File: src/rtl/i2c_apb_scheduler.sv
// Round-robin scheduler sharing an APB-attached I2C master between two
// clients; sequences one single-byte I2C transaction per grant.
module i2c_apb_scheduler #(
   parameter logic [7:0] ADDR_REG = 8'h01,
   parameter logic [7:0] TX_REG = 8'h02,
   parameter logic [7:0] RX_REG = 8'h03,
   parameter logic [7:0] CMD_REG = 8'h04,
   parameter logic [7:0] STAT_REG = 8'h05,
   parameter int POLL_LIMIT = 255
) (
   input  logic       pclk,
   input  logic       preset,
   input  logic [1:0] req,
   input  logic [6:0] req_addr0,
   input  logic [6:0] req_addr1,
   input  logic [1:0] req_rw,
   input  logic [7:0] req_wdata0,
   input  logic [7:0] req_wdata1,
   output logic [1:0] gnt,
   output logic [1:0] done,
   output logic [7:0] rdata,
   output logic [1:0] err,
   output logic [7:0] paddr,
   output logic [7:0] pwdata,
   output logic       pwrite,
   output logic       pselx,
   output logic       penable,
   input  logic [7:0] prdata,
   input  logic       pready
);

   localparam logic [1:0] S_IDLE = 2'd0;
   localparam logic [1:0] S_SETUP = 2'd1;
   localparam logic [1:0] S_ACCESS = 2'd2;
   localparam logic [1:0] S_DONE = 2'd3;

   localparam logic [2:0] ST_ADDR = 3'd0;
   localparam logic [2:0] ST_TX = 3'd1;
   localparam logic [2:0] ST_CMD = 3'd2;
   localparam logic [2:0] ST_POLL = 3'd3;
   localparam logic [2:0] ST_READ = 3'd4;

   localparam logic [7:0] LIMIT = 8'(POLL_LIMIT);

   logic [1:0] state;
   logic [2:0] step;
   logic       last_gnt;
   logic [6:0] lat_addr;
   logic       lat_rw;
   logic [7:0] lat_wdata;
   logic [7:0] poll_cnt;
   logic [7:0] poll_next;
   logic       win1;
   logic       apb_active;

   // requester 1 wins when alone, or when both ask and 0 went last
   assign win1 = req[1] & (~req[0] | ~last_gnt);
   assign poll_next = poll_cnt + 8'd1;
   assign apb_active = (state == S_SETUP) | (state == S_ACCESS);

   assign pselx = apb_active;
   assign penable = (state == S_ACCESS);
   assign done = (state == S_DONE) ? gnt : 2'b00;

   // APB address/data for the current step, zero outside a transfer
   always_comb begin
      paddr = '0;
      pwdata = '0;
      pwrite = 1'b0;
      if (apb_active) begin
         unique case (step)
            ST_ADDR: begin
               paddr = ADDR_REG;
               pwdata = {lat_addr, lat_rw};
               pwrite = 1'b1;
            end
            ST_TX: begin
               paddr = TX_REG;
               pwdata = lat_wdata;
               pwrite = 1'b1;
            end
            ST_CMD: begin
               paddr = CMD_REG;
               pwdata = 8'h01;
               pwrite = 1'b1;
            end
            ST_POLL: paddr = STAT_REG;
            ST_READ: paddr = RX_REG;
            default: paddr = '0;
         endcase
      end
   end

   // arbitration, APB sequencing and result capture
   always_ff @(posedge pclk) begin
      if (preset) begin
         state <= S_IDLE;
         step <= ST_ADDR;
         gnt <= 2'b00;
         last_gnt <= 1'b1;
         lat_addr <= '0;
         lat_rw <= 1'b0;
         lat_wdata <= '0;
         poll_cnt <= '0;
         rdata <= '0;
         err <= 2'b00;
      end else begin
         unique case (state)
            S_IDLE: begin
               if (|req) begin
                  gnt <= win1 ? 2'b10 : 2'b01;
                  lat_addr <= win1 ? req_addr1 : req_addr0;
                  lat_rw <= win1 ? req_rw[1] : req_rw[0];
                  lat_wdata <= win1 ? req_wdata1 : req_wdata0;
                  poll_cnt <= '0;
                  step <= ST_ADDR;
                  state <= S_SETUP;
               end
            end
            S_SETUP: state <= S_ACCESS;
            S_ACCESS: begin
               if (pready) begin
                  state <= S_SETUP;
                  unique case (step)
                     ST_ADDR: step <= lat_rw ? ST_CMD : ST_TX;
                     ST_TX: step <= ST_CMD;
                     ST_CMD: step <= ST_POLL;
                     ST_POLL: begin
                        if (prdata[0]) begin
                           poll_cnt <= poll_next;
                           if (poll_next == LIMIT) begin
                              err <= 2'b10;
                              state <= S_DONE;
                           end
                        end else if (prdata[1]) begin
                           err <= 2'b01;
                           state <= S_DONE;
                        end else if (lat_rw) begin
                           step <= ST_READ;
                        end else begin
                           err <= 2'b00;
                           state <= S_DONE;
                        end
                     end
                     ST_READ: begin
                        rdata <= prdata;
                        err <= 2'b00;
                        state <= S_DONE;
                     end
                     default: state <= S_DONE;
                  endcase
               end
            end
            S_DONE: begin
               last_gnt <= gnt[1];
               gnt <= 2'b00;
               state <= S_IDLE;
            end
            default: state <= S_IDLE;
         endcase
      end
   end

endmodule
File: config.mk
export PLATFORM = sky130hd
export DESIGN_NAME = i2c_apb_scheduler
export DESIGN_NICKNAME = d
export VERILOG_FILES = /design/src/rtl/i2c_apb_scheduler.sv
export SDC_FILE = /design/constraint.sdc
export NUM_CORES = 1
export LEC_CHECK = 0
export CAP_MARGIN = 10
export CORE_MARGIN = 2
export CORE_UTILIZATION = 49
export DETAILED_ROUTE_END_ITERATION = 12
export GPL_ROUTABILITY_DRIVEN = 0
export PLACE_DENSITY = 0.85
export SLEW_MARGIN = 25
export SYNTH_ARGS = -nofsm -noshare
export SYNTH_HDL_FRONTEND = slang
export SYNTH_SLANG_ARGS = --single-unit
File: constraint.sdc
create_clock -name pclk -period 5.1 [get_ports pclk]
set_input_delay 1.02 -clock pclk [delete_from_list [all_inputs] [get_ports pclk]]
set_output_delay 1.02 -clock pclk [all_outputs]
set_load 0.01 [all_outputs]
==> results.toml <==
[critical_path]
crit_slowest_cell = "clkdlybuf4s50_1"
path_max_fanout = 7
critPathRequiredTime_ns = 4.08
end_kind = "output port"
crit_chain = "inv_1, ha_1, nand2b_1, nand2b_1, nor2_1, clkdlybuf4s50_1"
r2r_setup_slack_ns = 2.95
max_stage_delay_ns = 0.56
path_class = "flip-flop to output port"
arrival_ns = 2.32
cp_top_family = "buffers and inverters"
crit_top_cell = "nand2b_1"
start_kind = "flip-flop"
cp.buffers_inverters = 2

[placed_design]
hpwl_mm = 4.33
portBuffers = 72
pre_cts_ws_ns = 2.07

[global_route]
antenna_found_initial = 0
groute.usage.overall_pct = 22.7
grt_start_max_net_pins = 24
grt_pass1_vias = 2112
gr-total-overflow = 0
grt_first_pass_wirelength_mm = 9.56

[yosys]
yosys.area.top_type = "dfxtp_1"
ys_seq_elements = 42
avgSynthCellArea_um2 = 8.60
netlist_instances = 269
synth-adder-area-share_pct = 2.70
yosys-top-cells-count = "50 x nor2_1, 42 x dfxtp_1, 16 x a222oi_1, 16 x mux2i_1, 15 x nand2_1"
synthMuxAreaShare_pct = 8.00
async_flop_share_pct = 0
synth-compound-area-share_pct = 22.9
yosysUniqueCellTypes = 58
synth_top_area_share_pct = 36.3
ys_seq_area_share_pct = 36.3
yosysMostFrequentCell = "nor2_1"
synth_top_family_by_area = "compound AO/OA/AOI/OAI gates"
synth_area_leaders = "dfxtp_1 36%, nor2_1 8.1%, a222oi_1 6.9%"
yosys.area_share.simple_pct = 22.8
synth_edf_count = 0
synthXorXnorAreaFrac_pct = 0.757
syn-cell-area_um2 = 2310
synth_warnings = 0
yosys_most_used_dff = "dfxtp_1"

[clock_tree]
cts_buffer_depth = 2
cts.htree.levels = 2
post_cts_resized = 0
ctsHoldBuffers = 0
clock_latency_ns = 0.29
root_buffer = "clkbuf_8"
cts_buffers = 5
path_clk_slew_ns = 0.08
cts_tree = "done"
cts.sinks = 42
post-cts-setup-buffers = 0

[pwr]
p_clk_share_pct = 26.3
ir_worst_vdd_mv = 0.217
switchingPower_uw = 271
pwr-share-comb_pct = 30.4
powerDensity_nw_per_um2 = 275
p_seq_share_pct = 43.3
power_uw = 859
p_leak_uw = 0.00112
p_sw_share_pct = 31.6
internal-power_uw = 587

[die]
coreArea_um2 = 4630
rows = 25
die_h_um = 72.7
die_x_um = 72.7
start_util_pct = 50.0
pin_count = 78
die-area_um2 = 5290

[route]
final_antenna_net_count = 0
dr.first_iter.drc_count = 195
routed_wl_mm = 5.93
num_vias = 2322
via_per_inst = 5.97
route.detailed.drc = 0
wl_per_cell_um = 15.2
drt-pass1-iter-count = 6

[sta]
skew_ns = 0.00584
hold_ws_ns = 0.496
final_max_slew_viol_count = 0
finalCriticalPeriod_ns = 3.34
tightest_slew_ns = 0.865
post-route-period-util_pct = 65.5
setup_ws_ns = 1.76
finalSetupViolations = 0
setup_tns_ns = 0
slew_headroom_pct = 42.2
hold_viol = 0
fmax_mhz = 300
rsz0062_at_grt = "false"

[worst_hold_path]
hp-class = "flip-flop to flip-flop"

[cells_and_area]
drive_gt1_share_pct = 8.36
area_growth_pct = 34.8
diodes = 0
nNetsFinal = 384

[flow_run]
max-cap-violations = 0

[status]
status = "complete, no violations"
worst paths after layout:
check                endpoint         from  cells after the start
setup / recovery    pwdata[2]     state[1]                      6
hold / removal    poll_cnt[7]  poll_cnt[7]                      1
setup reg to reg  poll_cnt[7]     state[0]                      7
hold reg to reg   poll_cnt[7]  poll_cnt[7]                      1
through the flow:
| stage | instance area, um^2 | util, % | cells |
|---|---|---|---|
| after CTS | 3120 | 67.3 | 389 |
| after global routing | 3120 | 67.4 | 389 |
| final | 3120 | 67.4 | 389 |
| after floorplan | 2330 | - | 273 |
| after global placement | 3020 | 65.2 | 381 |
| after detailed placement | 3020 | 65.3 | 381 |
sequential cells by signal, summed over array words and instances, names as in the netlist, 2 cells and up:
name / cells
poll_cnt: 8
err: 2
lat_wdata: 8
rdata: 8
step: 3
lat_addr: 7
gnt: 2
state: 2
placed cells by master (no fill, tap or decap), types with 2 or more instances in the layout:
cell / instances
a211oi_1: 2
a21oi_1: 11
a222oi_1: 16
a22oi_1: 3
a311oi_1: 4
a31oi_1: 4
and2_1: 3
and2b_1: 2
and3_1: 2
and3_2: 2
buf_4: 2
clkbuf_8: 6
clkdlybuf4s50_1: 72
conb_1: 5
dfxtp_1: 42
ha_1: 5
inv_1: 9
mux2i_1: 16
nand2_1: 15
nand2b_1: 4
nand3_1: 7
nor2_1: 50
nor2b_1: 3
nor3_1: 3
o21a_1: 2
o21ai_0: 8
o21ai_2: 3
o21bai_1: 3
o31a_1: 2
or3_1: 2
power groups by stage:
stage               Combinational (uW)  Clock, uW  Sequential (uW)
floorplan                          154          0              372
global placement                   251          0              378
detailed placement                 258          0              379
CTS                                259        233              371
global route                       286        242              375
finish                             261        226              372
area by class of cell:
type,count,area [um^2]
timing repair buffer,74,736
clock inverter,2,12.5
fill,389,1510
tap,54,67.6
inverter,9,33.8
multi-input combinational,202,1350
clock buffer,6,82.6
sequential,42,841
logic make-up after synthesis:
| kind of cell | count (synthesis) |
|---|---|
| AO/OA/AOI/OAI | 67 |
| XOR/XNOR | 2 |
| adder cells (fa/ha/maj) | 5 |
| buffers and inverters | 29 |
| flip-flops | 42 |
| multiplexers | 18 |
| other | 1 |
| AND/OR/NAND/NOR | 105 |
routing by layer:
layer | vias up | routed length [um] | GRT usage (%) | part of all wire, %
li1 | 1110 | - | - | -
met4 | 0 | 68 | 6.38 | 1.1
met2 | 86 | 2950 | 39.2 | 50
met5 | - | 0 | 0 | 0
met1 | 1118 | 2510 | 27.5 | 42
met3 | 8 | 399 | 6.63 | 6.7
No activity file was read; power rests on OpenSTA's default activity.
